`src/rtl/ps2_rx_ctrl.sv`:
```
// ----------------------------------------------------------------------------
// ps2_rx_ctrl
//
// PS/2 keyboard receive controller. It sits behind the clock/data debouncers,
// detects falling edges of the debounced PS/2 clock and walks an 11-bit frame
// (start, 8 data bits LSB first, odd parity, stop) through a small FSM.
// Good bytes go to a one-entry buffer that is drained through a valid/ready
// handshake. Parity, framing, timeout and overrun conditions are reported as
// one-cycle registered pulses, and no two of them can fire in the same cycle.
// ----------------------------------------------------------------------------
module ps2_rx_ctrl #(
    parameter int TIMEOUT = 50000
) (
    input  logic       clk,
    input  logic       rst_n,
    input  logic       ps2_clk_deb,
    input  logic       ps2_data_deb,
    input  logic       rx_ready,
    output logic [7:0] rx_data,
    output logic       rx_valid,
    output logic       busy,
    output logic       parity_err,
    output logic       frame_err,
    output logic       timeout_err,
    output logic       overrun
);

    localparam int              TO_W    = $clog2(TIMEOUT + 1);
    localparam logic [TO_W-1:0] TO_LAST = TO_W'(TIMEOUT - 1);
    localparam logic [TO_W-1:0] TO_ZERO = TO_W'(0);
    localparam logic [TO_W-1:0] TO_ONE  = TO_W'(1);

    typedef enum logic [1:0] {
        IDLE   = 2'd0,
        DATA   = 2'd1,
        PARITY = 2'd2,
        STOP   = 2'd3
    } state_t;

    // Odd parity holds when the 8 data bits plus the parity bit contain an
    // odd number of ones, i.e. their XOR reduction is 1.
    function automatic logic odd_parity_ok(input logic [7:0] data_byte,
                                           input logic       parity_bit);
        return (^data_byte) ^ parity_bit;
    endfunction

    // ------------------------------------------------------------------
    // Registers and their next-state values
    // ------------------------------------------------------------------
    state_t          state_r;
    state_t          state_nx_s;
    logic            clk_prev_r;
    logic [7:0]      shift_r;
    logic [7:0]      shift_nx_s;
    logic [2:0]      bit_cnt_r;
    logic [2:0]      bit_cnt_nx_s;
    logic [TO_W-1:0] to_cnt_r;
    logic [TO_W-1:0] to_cnt_nx_s;
    logic            par_ok_r;
    logic            par_ok_nx_s;

    logic [7:0]      rx_data_r;
    logic [7:0]      rx_data_nx_s;
    logic            rx_valid_r;
    logic            rx_valid_nx_s;
    logic            busy_r;
    logic            parity_err_r;
    logic            frame_err_r;
    logic            timeout_err_r;
    logic            overrun_r;
    logic            overrun_nx_s;

    // Frame-level events decided in the stop/timeout cycle
    logic            fall_s;
    logic            to_expire_s;
    logic            good_byte_s;
    logic            par_bad_s;
    logic            stop_bad_s;

    // A falling edge is only seen once clk_prev has captured a 1, so the
    // debouncer settling out of its own reset cannot fake a start bit.
    assign fall_s = clk_prev_r & ~ps2_clk_deb;

    // The frame is abandoned when the inter-edge gap reaches TIMEOUT cycles;
    // a fall in that same cycle wins and keeps the frame alive.
    assign to_expire_s = (state_r != IDLE) && !fall_s && (to_cnt_r == TO_LAST);

    // Next-state, shift register, bit counter and end-of-frame decisions
    always_comb begin
        state_nx_s   = state_r;
        shift_nx_s   = shift_r;
        bit_cnt_nx_s = bit_cnt_r;
        par_ok_nx_s  = par_ok_r;
        good_byte_s  = 1'b0;
        par_bad_s    = 1'b0;
        stop_bad_s   = 1'b0;

        case (state_r)
            IDLE: begin
                // A fall with data high is not a start bit and is dropped.
                if (fall_s && !ps2_data_deb) begin
                    state_nx_s   = DATA;
                    bit_cnt_nx_s = 3'd0;
                end else begin
                    state_nx_s   = IDLE;
                end
            end

            DATA: begin
                if (fall_s) begin
                    shift_nx_s   = {ps2_data_deb, shift_r[7:1]};
                    bit_cnt_nx_s = bit_cnt_r + 3'd1;
                    if (bit_cnt_r == 3'd7) begin
                        state_nx_s = PARITY;
                    end else begin
                        state_nx_s = DATA;
                    end
                end else if (to_expire_s) begin
                    state_nx_s = IDLE;
                end else begin
                    state_nx_s = DATA;
                end
            end

            PARITY: begin
                if (fall_s) begin
                    par_ok_nx_s = odd_parity_ok(shift_r, ps2_data_deb);
                    state_nx_s  = STOP;
                end else if (to_expire_s) begin
                    state_nx_s = IDLE;
                end else begin
                    state_nx_s = PARITY;
                end
            end

            STOP: begin
                if (fall_s) begin
                    state_nx_s = IDLE;
                    // A bad stop bit is reported alone, regardless of parity.
                    if (!ps2_data_deb) begin
                        stop_bad_s = 1'b1;
                    end else if (par_ok_r) begin
                        good_byte_s = 1'b1;
                    end else begin
                        par_bad_s = 1'b1;
                    end
                end else if (to_expire_s) begin
                    state_nx_s = IDLE;
                end else begin
                    state_nx_s = STOP;
                end
            end

            default: begin
                state_nx_s = IDLE;
            end
        endcase
    end

    // Inter-edge gap counter: held at zero while idle and on every fall
    always_comb begin
        if ((state_r == IDLE) || fall_s) begin
            to_cnt_nx_s = TO_ZERO;
        end else begin
            to_cnt_nx_s = to_cnt_r + TO_ONE;
        end
    end

    // One-entry output buffer: load when empty or draining this cycle,
    // otherwise drop the new byte and flag overrun
    always_comb begin
        rx_data_nx_s  = rx_data_r;
        rx_valid_nx_s = rx_valid_r;
        overrun_nx_s  = 1'b0;

        if (good_byte_s) begin
            if (!rx_valid_r || rx_ready) begin
                rx_data_nx_s  = shift_r;
                rx_valid_nx_s = 1'b1;
            end else begin
                overrun_nx_s  = 1'b1;
            end
        end else if (rx_valid_r && rx_ready) begin
            rx_valid_nx_s = 1'b0;
        end else begin
            rx_valid_nx_s = rx_valid_r;
        end
    end

    // FSM state register
    always_ff @(posedge clk or negedge rst_n) begin
        if (!rst_n) begin
            state_r <= IDLE;
        end else begin
            state_r <= state_nx_s;
        end
    end

    // Receive datapath: clock-edge history, shift register, counters, parity
    always_ff @(posedge clk or negedge rst_n) begin
        if (!rst_n) begin
            clk_prev_r <= 1'b0;
            shift_r    <= 8'h00;
            bit_cnt_r  <= 3'd0;
            to_cnt_r   <= TO_ZERO;
            par_ok_r   <= 1'b0;
        end else begin
            clk_prev_r <= ps2_clk_deb;
            shift_r    <= shift_nx_s;
            bit_cnt_r  <= bit_cnt_nx_s;
            to_cnt_r   <= to_cnt_nx_s;
            par_ok_r   <= par_ok_nx_s;
        end
    end

    // Registered outputs: buffer, busy flag and one-cycle status pulses
    always_ff @(posedge clk or negedge rst_n) begin
        if (!rst_n) begin
            rx_data_r     <= 8'h00;
            rx_valid_r    <= 1'b0;
            busy_r        <= 1'b0;
            parity_err_r  <= 1'b0;
            frame_err_r   <= 1'b0;
            timeout_err_r <= 1'b0;
            overrun_r     <= 1'b0;
        end else begin
            rx_data_r     <= rx_data_nx_s;
            rx_valid_r    <= rx_valid_nx_s;
            busy_r        <= (state_nx_s != IDLE);
            parity_err_r  <= par_bad_s;
            frame_err_r   <= stop_bad_s;
            timeout_err_r <= to_expire_s;
            overrun_r     <= overrun_nx_s;
        end
    end

    assign rx_data     = rx_data_r;
    assign rx_valid    = rx_valid_r;
    assign busy        = busy_r;
    assign parity_err  = parity_err_r;
    assign frame_err   = frame_err_r;
    assign timeout_err = timeout_err_r;
    assign overrun     = overrun_r;

endmodule

```
`config.mk`:
```
export PLATFORM = sky130hd
export DESIGN_NAME = ps2_rx_ctrl
export DESIGN_NICKNAME = d
export VERILOG_FILES = /design/src/rtl/ps2_rx_ctrl.sv
export SDC_FILE = /design/constraint.sdc
export NUM_CORES = 1
export LEC_CHECK = 0
export ABC_AREA = 1
export CAP_MARGIN = 20
export CORE_MARGIN = 3
export CORE_UTILIZATION = 35
export DETAILED_ROUTE_END_ITERATION = 10
export GPL_TIMING_DRIVEN = 0
export PLACE_DENSITY = 0.56
export SETUP_SLACK_MARGIN = 0.5
export SLEW_MARGIN = 20
export SYNTH_ARGS = -nofsm -noshare
export SYNTH_HDL_FRONTEND = slang
export SYNTH_SLANG_ARGS = --single-unit
```
`constraint.sdc`:
```
create_clock -name clk -period 4.2 [get_ports clk]
set_clock_uncertainty 0.2 [all_clocks]
set_input_delay 0.63 -clock clk [delete_from_list [all_inputs] [get_ports clk]]
set_output_delay 0.63 -clock clk [all_outputs]
set_load 0.02 [all_outputs]
```
* Word level (Yosys, flattened, before mapping) *
Cells that the tools add are included.

word-level totals
  flip-flop bits (word level) = 45
  input port bits = 5
  output and inout port bits = 14
  word-level logic and storage cells = 75

cells by class
  add/subtract/negate cells = 2
  eq/ne operators = 8
  muxes and demuxes = 29
  bitwise gates (word level) = 3
  reductions and logical operators = 20

operator list
  operator               number
  $mux 1                 18
  $add 16x1->16 const B  1
  $eq 16x16->1 const B   1
  $mux 16                1
  $mux 2                 6
  $pmux 2 s4             1
  $reduce_and 2->1       4
  $reduce_bool 2->1      4
  $reduce_xor 8->1       1
  $mux 3                 2
  $pmux 3 s2             1
  $eq 2x2->1 const B     2
  $logic_and 1x1->1      4
  $ne 2x2->1 const B     2
  $add 3x1->3 const B    1
  $eq 3x3->1 const B     1
  $logic_not 1->1        3
  $reduce_and 3->1       1
  $eq 2x1->1 const B     1
  $logic_not 2->1        1
  $logic_or 1x1->1       2
  $ne 2x1->1 const B     1
  $and 1x1->1            1
  $not 1->1              1
  $xor 1x1->1            1

* Longest topological paths before layout *
Gate-level depths: netlist of run 1.

  depth after elaboration = 9
  mapped depth = 10
  depth with buffers taken out = 10

* Worst setup path after synthesis of run 1 *
Ideal clock, no wire load.

  path kind = input -> register
  start point = input ps2_clk_deb
  end point = register rx_data_r[0], in the netlist rx_data[0]
  library setup time = 0.125 ns
  data arrival time = 1.376 ns
  data required time = 3.875 ns
  path slack = 2.499 ns
  cell stages on the path = 5
  buffers on the path = 0
  path through = inv_1 nand2_2 nor3_1 nand2_1 mux2_2

on the way
  word-level cells in the longest chain between the ends = 5

ends and longest elaborated chain
  what                               RTL line  text
  start, declared                    16        input logic ps2_clk_deb,
  $not 1->1                          82        assign fall_s = clk_prev_r & ~ps2_clk_deb;
  $and 1x1->1                        82
  $mux 1                             137       if (fall_s) begin
  $mux 1                             98        case (state_r)
  $reduce_and 2->1 (no source line)  -
  end signal, assigned               227       rx_data_r <= rx_data_nx_s;
  end, declared                      62        logic [7:0] rx_data_r;

No other way between the ends.
A chain may end at the register's enable or synchronous reset.

* Worst setup path after layout of run 1 *
  start point = input ps2_clk_deb
  end point = register busy_r, in the netlist busy

on the way
  word-level cells in the longest chain between the ends = 9

ends and longest elaborated chain
  what                                RTL line       text
  $not 1->1 (*)                       82
  $and 1x1->1 (*)                     82
  $logic_not 1->1 (*)                 86             assign to_expire_s = (state_r != IDLE) && !fall_s && (to_cnt_r == TO_LAST);
  $logic_and 1x1->1 (*) (2 in a row)  86
  net to_expire_s                     75             logic to_expire_s;
  $mux 2 (tied with other cells)      147            end else if (to_expire_s) begin
  $mux 2, on equally long branches    137, 110, 126
  $pmux 2 s4 (*)                      98
  $reduce_bool 2->1 (*)               229            busy_r <= (state_nx_s != IDLE);
  end signal, assigned                229
  end, declared                       66             logic busy_r;

Mark *: on every way through the listed nets, which the timed path passes. The rest lies on a longest branch.

==> impl_metrics.toml, run 1 <==
[setup_path]
cp_max_fo = 10
critPathLaunchType = "input port"
worst_setup_path_end_kind = "flip-flop"
worstSetupPathType = "in2reg"
worstPathRequired_ps = 4160
critPathArrivalTime_ps = 2080

[synth]
syn-instance-count = 251
netlist_area_um2 = 2118
synthFlopType = "dfrtp_1"
synth_seq_area_share_pct = 53.16
synth_common_cells = "62 x nand2_1, 45 x dfrtp_1, 30 x inv_1, 30 x nor2_1, 22 x o21ai_0"
ys_warn_count = 0
ys_async_sr_fraction_pct = 100.0
synth_most_common_cell = "nand2_1"
synth_nets = 259
yosys.area.top_type = "dfrtp_1"
synth_cell_types = 25
yosys-top-cells-area = "dfrtp_1 53%, nand2_1 11%, inv_1 5.3%, nor2_1 5.3%, o21ai_0 5.2%"
synth-edff-count = 0
yosysTopAreaCellShare_pct = 53.16
ys_ff_latch = 45
avgSynthCellArea_um2 = 8.439

[cts]
clock-root-buffer = "clkbuf_8"
clk_pin_slew_ps = 80
cts_buffers = 5
cts_buffer_depth = 2
cts_setup_buffers = 0
h-tree-depth = 2
ctsHoldBuffers = 0
cts_tree = "yes"
cts_resized = 0
cts_sinks = 45
clk_latency_ps = 290

[timing]
rsz0062_at_grt = "no"
hold_viol = 0
relSlewSlack_pct = 66.79
setup_viol = 0
slew_viol_final = 0
worst_hold_slack_ps = 97.13
setup_tns_ps = 0
fmax_mhz = 470.7
final.period_utilization_pct = 50.58
worstMarginPinSlew_ps = 498.1
period_needed_ps = 2125

[pwr]
p_per_area_nw_per_um2 = 497.5
p_leak_nw = 1.194
vdd_drop_max_v = 0.0001851

[detailed_routing]
firstDrtPassIters = 4
drc = 0
routed_wl_um = 3819
viasPerCell = 4.570
drt_iter0_markers = 64
vias = 1595
drt-wirelength-per-cell_um = 10.94
ant_nets = 0

[floorplan]
rows = 27
die_area_um2 = 7022
die_y_um = 83.80
fp.coreArea_um2 = 5675
initial_core_util_pct = 37.32
die_w_um = 83.80
io_pins = 19

[finish]
syn_to_final_growth_pct = 17.54
fin_area_um2 = 2490
fin_nets = 285
diodes = 0
drive_gt1_share_pct = 8.303
utilization_pct = 43.87

[placed_design]
dp_hpwl_um = 2831
place_area_um2 = 2404
io_buffers = 18
gp_congestion = 0.7929

[run]
maxCapViolCount = 0

[run_status]
status = "completed"

[grt]
grt_usage_pct = 12.00
antenna_found_initial = 0
grt_start_max_net_pins = 25
first_global_vias = 1523
grt_first_pass_wirelength_um = 7044
overflow = 0

[worst_hold_path]
hp-class = "in2async"
-- per-layer routing --
| metal | share of wire, % | global-route usage (%) | vias to the layer above |
|---|---|---|---|
| met1 | 54 | 17.50 | 730 |
| met3 | 3.6 | 3.258 | 5 |
| li1 | - | - | 839 |
| met4 | 1.1 | 3.070 | 0 |
| met2 | 41 | 17.57 | 21 |
| met5 | 0 | 0 | - |
-- report_power, final --
part           total [mW]  switching (mW)  internal, mW
logic               0.391           0.242         0.149
registers           0.581          0.0664         0.514
clock network       0.267           0.136         0.131
-- registers in the layout, summed over array words and instances (netlist names) --
| signal | count |
|---|---|
| to_cnt_r | 16 |
| shift_r | 8 |
| rx_data | 8 |
| frame_err | 1 |
| par_ok_r | 1 |
| parity_err | 1 |
| timeout_err | 1 |
| overrun | 1 |
| busy | 1 |
| bit_cnt_r | 3 |
| clk_prev_r | 1 |
| rx_valid | 1 |
| state_r | 2 |
-- final cells by class --
cell class	count	area, µm²
Buffer	4	26.28
Clock buffer	7	86.33
Fill cell	605	3186
Inverter	31	118.9
Multi-Input combinational cell	171	847.1
Sequential cell	45	1126
Tap cell	72	90.09
Timing Repair Buffer	19	195.2
-- layout by cell type (no fill, tap or decap), types with 5 or more instances in the layout --
cell type / count
a21oi_1: 5
clkbuf_8: 6
clkdlybuf4s50_1: 17
dfrtp_1: 45
inv_1: 30
nand2_1: 62
nand3_1: 19
nor2_1: 30
nor3_1: 5
o21ai_0: 22
xor2_1: 8
-- metrics by stage --
stage	setup slack [ps]	power (mW)	cells
after CTS	2049	1.258	349
after floorplan	2499	0.8672	251
after global routing	1929	1.349	349
final	2076	1.239	349
after detailed placement	1762	0.9864	342
after global placement	1013	0.9832	341
-- cell families (layout without fill, tap and decap cells) --
group           count (synthesis)  in the layout  share of synthesized area, %
compound gates                 27             27                         6.379
mux                             1              1                        0.5316
flops                          45             45                         53.16
fa+ha+maj                       3              3                         1.772
xor+xnor                       10             10                         4.135
buf+inv                        35             61                         6.852
simple gates                  130            130                         27.17
-- critical path: stages --
cell and delay [ps]:
clkdlybuf4s50_1 480, inv_1 50, nand2_2 130, nand2_4 130, inv_4 130, nand3_2 90, nor2_2 140, nor2_1 60
nor2_1 140, nand3_1 110
-- path summary, 6_finish.rpt --
kind | start | to | slack, ps | depth (start not counted)
worst max-delay path | ps2_clk_deb | busy$_DFF_PN0_ | 2080 | 10
worst min-delay path | rst_n | to_cnt_r[2]$_DFF_PN0_ | 100 | 1
worst max register to register | to_cnt_r[0]$_DFF_PN0_ | to_cnt_r[14]$_DFF_PN0_ | 2410 | 8
worst min register to register | par_ok_r$_DFFE_PN0P_ | parity_err$_DFF_PN0_ | 240 | 1
max in group asynchronous | rst_n | shift_r[7]$_DFFE_PN0P_ | 3200 | 2
min in group clk | par_ok_r$_DFFE_PN0P_ | parity_err$_DFF_PN0_ | 240 | 1
Note: power is estimated with default switching activity, not from simulation.
==> inputs of run 2 (changes only) <==
Settings changed: PLACE_DENSITY 0.56 to 0.58.
Clock period 4.2 ns to 1.8 ns, I/O delays scaled along.
==> impl_metrics.toml, run 2 (synthesis gave the netlist of run 1 again) <==
[floorplan]
die_area_um2 = 7022
fp.coreArea_um2 = 5675
rows = 27
die_w_um = 83.80
initial_core_util_pct = 37.32
io_pins = 19
die_y_um = 83.80

[setup_path]
critPathArrivalTime_ps = 1610
worst_setup_path_end_kind = "flip-flop"
worstPathRequired_ps = 1790
cp_max_fo = 4
critPathLaunchType = "flip-flop"
worstSetupPathType = "reg2reg"

[finish]
largest_reg_flops = 16
syn_to_final_growth_pct = 46.54
diodes = 0
final_cell_mix = "44 x nand2_1, 43 x dfrtp_1, 29 x buf_4"
regMostFlops = "to_cnt_r"
layout_commonest_cell = "nand2_1"
final-instance-count-excl-fill = 389
fin_nets = 324
drive_gt1_share_pct = 39.43

[detailed_routing]
drc = 0
drt_iter0_markers = 80
drt-wirelength-per-cell_um = 11.85
vias = 1809
firstDrtPassIters = 4
routed_wl_um = 4611
ant_nets = 0
viasPerCell = 4.650

[grt]
grt_first_pass_wirelength_um = 7617
antenna_found_initial = 0
grt_start_max_net_pins = 27
first_global_vias = 1662
overflow = 0
grt_usage_pct = 13.56

[timing]
worstMarginPinSlew_ps = 300.2
period_needed_ps = 1619
fmax_mhz = 617.7
final.period_utilization_pct = 89.94
setup_viol = 0
hold_viol = 0
relSlewSlack_pct = 79.98
slew_viol_final = 0
worst_hold_slack_ps = 43.39
rsz0062_at_grt = "yes"

[pwr]
p_per_area_nw_per_um2 = 1144
p_comb_share_pct = 43.2
p_leak_nw = 1.506
power_frac_clock_pct = 17.3
p_seq_share_pct = 39.5
vdd_drop_max_v = 0.0003863
swShare_pct = 37.79
intPower_mw = 2.210
netSwitchingPower_mw = 1.342

[cts]
clock-root-buffer = "clkbuf_8"
cts_buffer_depth = 2
cts_sinks = 45
clk_pin_slew_ps = 80
cts_buffers = 5
h-tree-depth = 2
clk_latency_ps = 300
cts_tree = "yes"

[worst_hold_path]
hp-class = "in2reg"

[run_status]
status = "completed"

[run]
maxCapViolCount = 0

[placed_design]
dpl.cell_count = 342
io_buffers = 18
gp_congestion = 0.7911
dp_hpwl_um = 2850
-- run 2: cell types whose count changed in the layout (fill, tap and decap cells not counted), moves of 7 or more --
cell | before | now
o21ai_1 | 0 | 10
buf_4 | 0 | 29
clkdlybuf4s50_1 | 17 | 1
o21ai_0 | 22 | 2
nand2_1 | 62 | 44
buf_6 | 1 | 23
nand2_2 | 3 | 15
inv_1 | 30 | 23
o21ai_2 | 0 | 10
-- run 2: metrics by stage --
stage	TNS (ps)	utilization [%]	cell area, µm²	setup WS [ps]	power (mW)
2_1_floorplan	0	-	2142	220.4	2.058
3_3_place_gp	-45770	42.50	2412	-1148	2.317
3_5_place_dp	-1662	42.77	2427	-261.5	2.336
4_1_cts	0	50.35	2858	172.4	3.321
5_1_grt	0	54.70	3104	77.44	3.831
6_report	0	54.70	3104	181.0	3.552
-- run 2: area by class of cell --
type	count	area, µm²
Clock buffer	7	76.32
Timing Repair Buffer	58	560.5
Inverter	31	126.4
Clock inverter	1	7.507
Buffer	4	45.04
Fill cell	510	2571
Sequential cell	45	1129
Tap cell	72	90.09
Multi-Input combinational cell	171	1070
-- run 2: power groups by stage --
stage | combinational (mW) | clock (mW) | sequential [mW]
after floorplan | 0.650 | 0 | 1.41
after global placement | 0.931 | 0 | 1.39
after detailed placement | 0.943 | 0 | 1.39
after CTS | 1.31 | 0.631 | 1.38
after global routing | 1.72 | 0.676 | 1.44
final | 1.53 | 0.616 | 1.40
-- run 2: metal layers --
metal	routed length, µm	vias up	GRT usage [%]
met4	81	0	5.263
li1	-	928	-
met2	2169	34	21.26
met1	2187	842	18.08
met5	0	-	0
met3	172	5	3.258
-- run 2: worst max-delay path: stages (launching register included) --
cell and delay (ps):
dfrtp_1 420, buf_6 130, nand3_4 80, nor2_4 140, nand4_1 190, buf_4 190
xor2_1 120, nor2_1 50
-- run 2: what timing repair did --
item | in CTS | in global routing
cloned | 3 | 0
buffers inserted | 22 | 13
pin swaps | 22 | 18
hold buffers | 1 | 0
endpoints found under the setup margin | 52 | 53
endpoints found under the hold margin | 19 | 0
gates resized for setup | 133 | 48
-- run 2: final timing paths --
check,start,to,slack [ps],cells after the start
min in group asynchronous,rst_n,to_cnt_r[12]$_DFF_PN0_,220,2
setup reg to reg,to_cnt_r[0]$_DFF_PN0_,to_cnt_r[11]$_DFF_PN0_,180,7
hold reg to reg,par_ok_r$_DFFE_PN0P_,parity_err$_DFF_PN0_,240,1
hold / removal,ps2_clk_deb,clk_prev_r$_DFF_PN0_,40,1
setup / recovery,to_cnt_r[0]$_DFF_PN0_,to_cnt_r[11]$_DFF_PN0_,180,7
max in group asynchronous,rst_n,rx_valid$_DFFE_PN0P_,740,3
==> inputs of run 3 (changes only) <==
Settings changed: CORE_MARGIN 3 to 5, CTS_BUF_LIST set to sky130_fd_sc_hd__clkbuf_8.
==> impl_metrics.toml, run 3 (synthesis gave the netlist of run 1 again) <==
[run_status]
status = "completed"

[finish]
regMostFlops = "to_cnt_r"
layout_commonest_cell = "nand2_1"
seq_area_um2 = 1131
final_cell_mix = "42 x nand2_1, 41 x dfrtp_1, 26 x buf_6, 26 x buf_4, 23 x nor2_1"
multiInputGateArea_um2 = 1076
diodes = 0
nFillCells = 529
drive_gt1_share_pct = 43.85
syn_to_final_growth_pct = 46.90
largest_reg_flops = 16
fin_nets = 325

[pwr]
netSwitchingPower_mw = 1.367
p_leak_nw = 1.487
p_per_area_nw_per_um2 = 1181
swShare_pct = 37.20
p_comb_share_pct = 44.3
vdd_drop_max_v = 0.0004122
intPower_mw = 2.308
p_seq_share_pct = 38.8
power_frac_clock_pct = 17.0

[setup_path]
critPathMaxStageDelay_ps = 420
critPathLaunchType = "flip-flop"
worstPathRequired_ps = 1790
cp_slowest_cell = "dfrtp_1"
cp_max_fo = 4
path_cells = "buf_6 -> nand3_4 -> nor2_4 -> nand4_1 -> nor2_2 -> nand2_1 -> nand2_1 -> nor2_1"
crit_family = "simple AND/OR/NAND/NOR gates"
critPathArrivalTime_ps = 1590
worst_setup_path_end_kind = "flip-flop"
path_buf_inv = 1
cpMostUsedCell = "nand2_1"
worstSetupPathType = "reg2reg"

[timing]
hold_viol = 0
fmax_mhz = 628.0
period_needed_ps = 1592
worstMarginPinSlew_ps = 329.1
rsz0062_at_grt = "yes"
slew_viol_final = 0
final.period_utilization_pct = 88.47
fin_ws_ps = 207.6
setup_viol = 0
relSlewSlack_pct = 78.06
setup_tns_ps = 0

[grt]
grt_usage_pct = 13.96
overflow = 0
grt_start_max_net_pins = 25
first_global_vias = 1707
grt_first_pass_wirelength_um = 8300
antenna_found_initial = 0

[floorplan]
die_w_um = 87.80
rows = 28
fp.coreArea_um2 = 5886
initial_core_util_pct = 35.99
die_area_um2 = 7708
io_pins = 19
die_y_um = 87.80

[detailed_routing]
firstDrtPassIters = 4
drt_iter0_markers = 84
drt-wirelength-per-cell_um = 12.52
routed_wl_um = 4906
vias = 1850
ant_nets = 0
viasPerCell = 4.719
drc = 0

[placed_design]
io_buffers = 18
dp_hpwl_um = 2962
pre_cts_ws_ps = -228.3
gp_congestion = 0.7641

[cts]
clk_latency_ps = 290
cts_tree = "yes"
cts_sinks = 45
clk_pin_slew_ps = 80
h-tree-depth = 2
clock-root-buffer = "clkbuf_8"
cts_buffers = 5
cts_buffer_depth = 2

[worst_hold_path]
hp-class = "in2reg"

[run]
maxCapViolCount = 0
## run 3: changes by cell type in the layout (fill, tap and decap cells not counted), sizes merged
| cell | delta |
|---|---|
| buf | +2 |
| clkbuf | -2 |
| clkinvlp | -1 |
| inv | +1 |
## run 3: path summary, 6_finish.rpt
path / start / to / slack, ps / cells after the start
max: to_cnt_r[0]$_DFF_PN0_ / to_cnt_r[13]$_DFF_PN0_ / 210 / 8
min: ps2_clk_deb / clk_prev_r$_DFF_PN0_ / 50 / 1
max reg2reg: to_cnt_r[0]$_DFF_PN0_ / to_cnt_r[13]$_DFF_PN0_ / 210 / 8
min reg2reg: par_ok_r$_DFFE_PN0P_ / parity_err$_DFF_PN0_ / 230 / 1
max in group asynchronous: rst_n / rx_valid$_DFFE_PN0P_ / 720 / 3
min in group asynchronous: rst_n / to_cnt_r[10]$_DFF_PN0_ / 230 / 2
## run 3: stage by stage
step	power [mW]	util (%)	hold WS (ps)	area (µm²)	cells
after floorplan	2.058	-	-225.6	2142	251
after global placement	2.319	41.05	219.1	2416	344
after detailed placement	2.344	41.31	76.66	2431	345
after CTS	3.448	49.57	44.96	2918	384
after global routing	3.932	52.87	58.27	3112	392
final	3.675	52.87	51.40	3112	392
## run 3: what timing repair did
item | CTS | global route
setup buffers | 28 | 8
resized for setup | 143 | 47
cloned | 3 | 0
hold buffers | 1 | 0
pin swaps | 23 | 11
hold endpoints to repair | 21 | 0
setup endpoints to repair | 52 | 73
## run 3: worst register-to-register path, delay by kind of cell, from the launching register on
family	cells	cell delay (ps)
buffers and inverters	1	130
AND/OR/NAND/NOR	7	740
flip-flops	1	420
## run 3: area by class of cell
class,instances,area share [%]
sequential,45,36.35
multi-input combinational,171,34.58
timing repair buffer,59,17.65
inverter,31,4.061
tap,75,3.016
clock buffer,6,2.654
buffer,4,1.568
clock inverter,1,0.1206
## run 3: power by group through the flow
stage / Combinational [mW] / Sequential, mW / Clock, mW
CTS: 1.40 / 1.40 / 0.644
floorplan: 0.650 / 1.41 / 0
detailed placement: 0.943 / 1.40 / 0
finish: 1.63 / 1.42 / 0.624
global placement: 0.930 / 1.39 / 0
global route: 1.80 / 1.45 / 0.679
## run 3: per-layer routing
metal	track usage, %	part of all wire, %	vias to the layer above
li1	-	-	932
met4	5.858	2.0	0
met5	0	0	-
met3	2.728	4.4	8
met2	21.99	49	37
met1	18.79	44	873
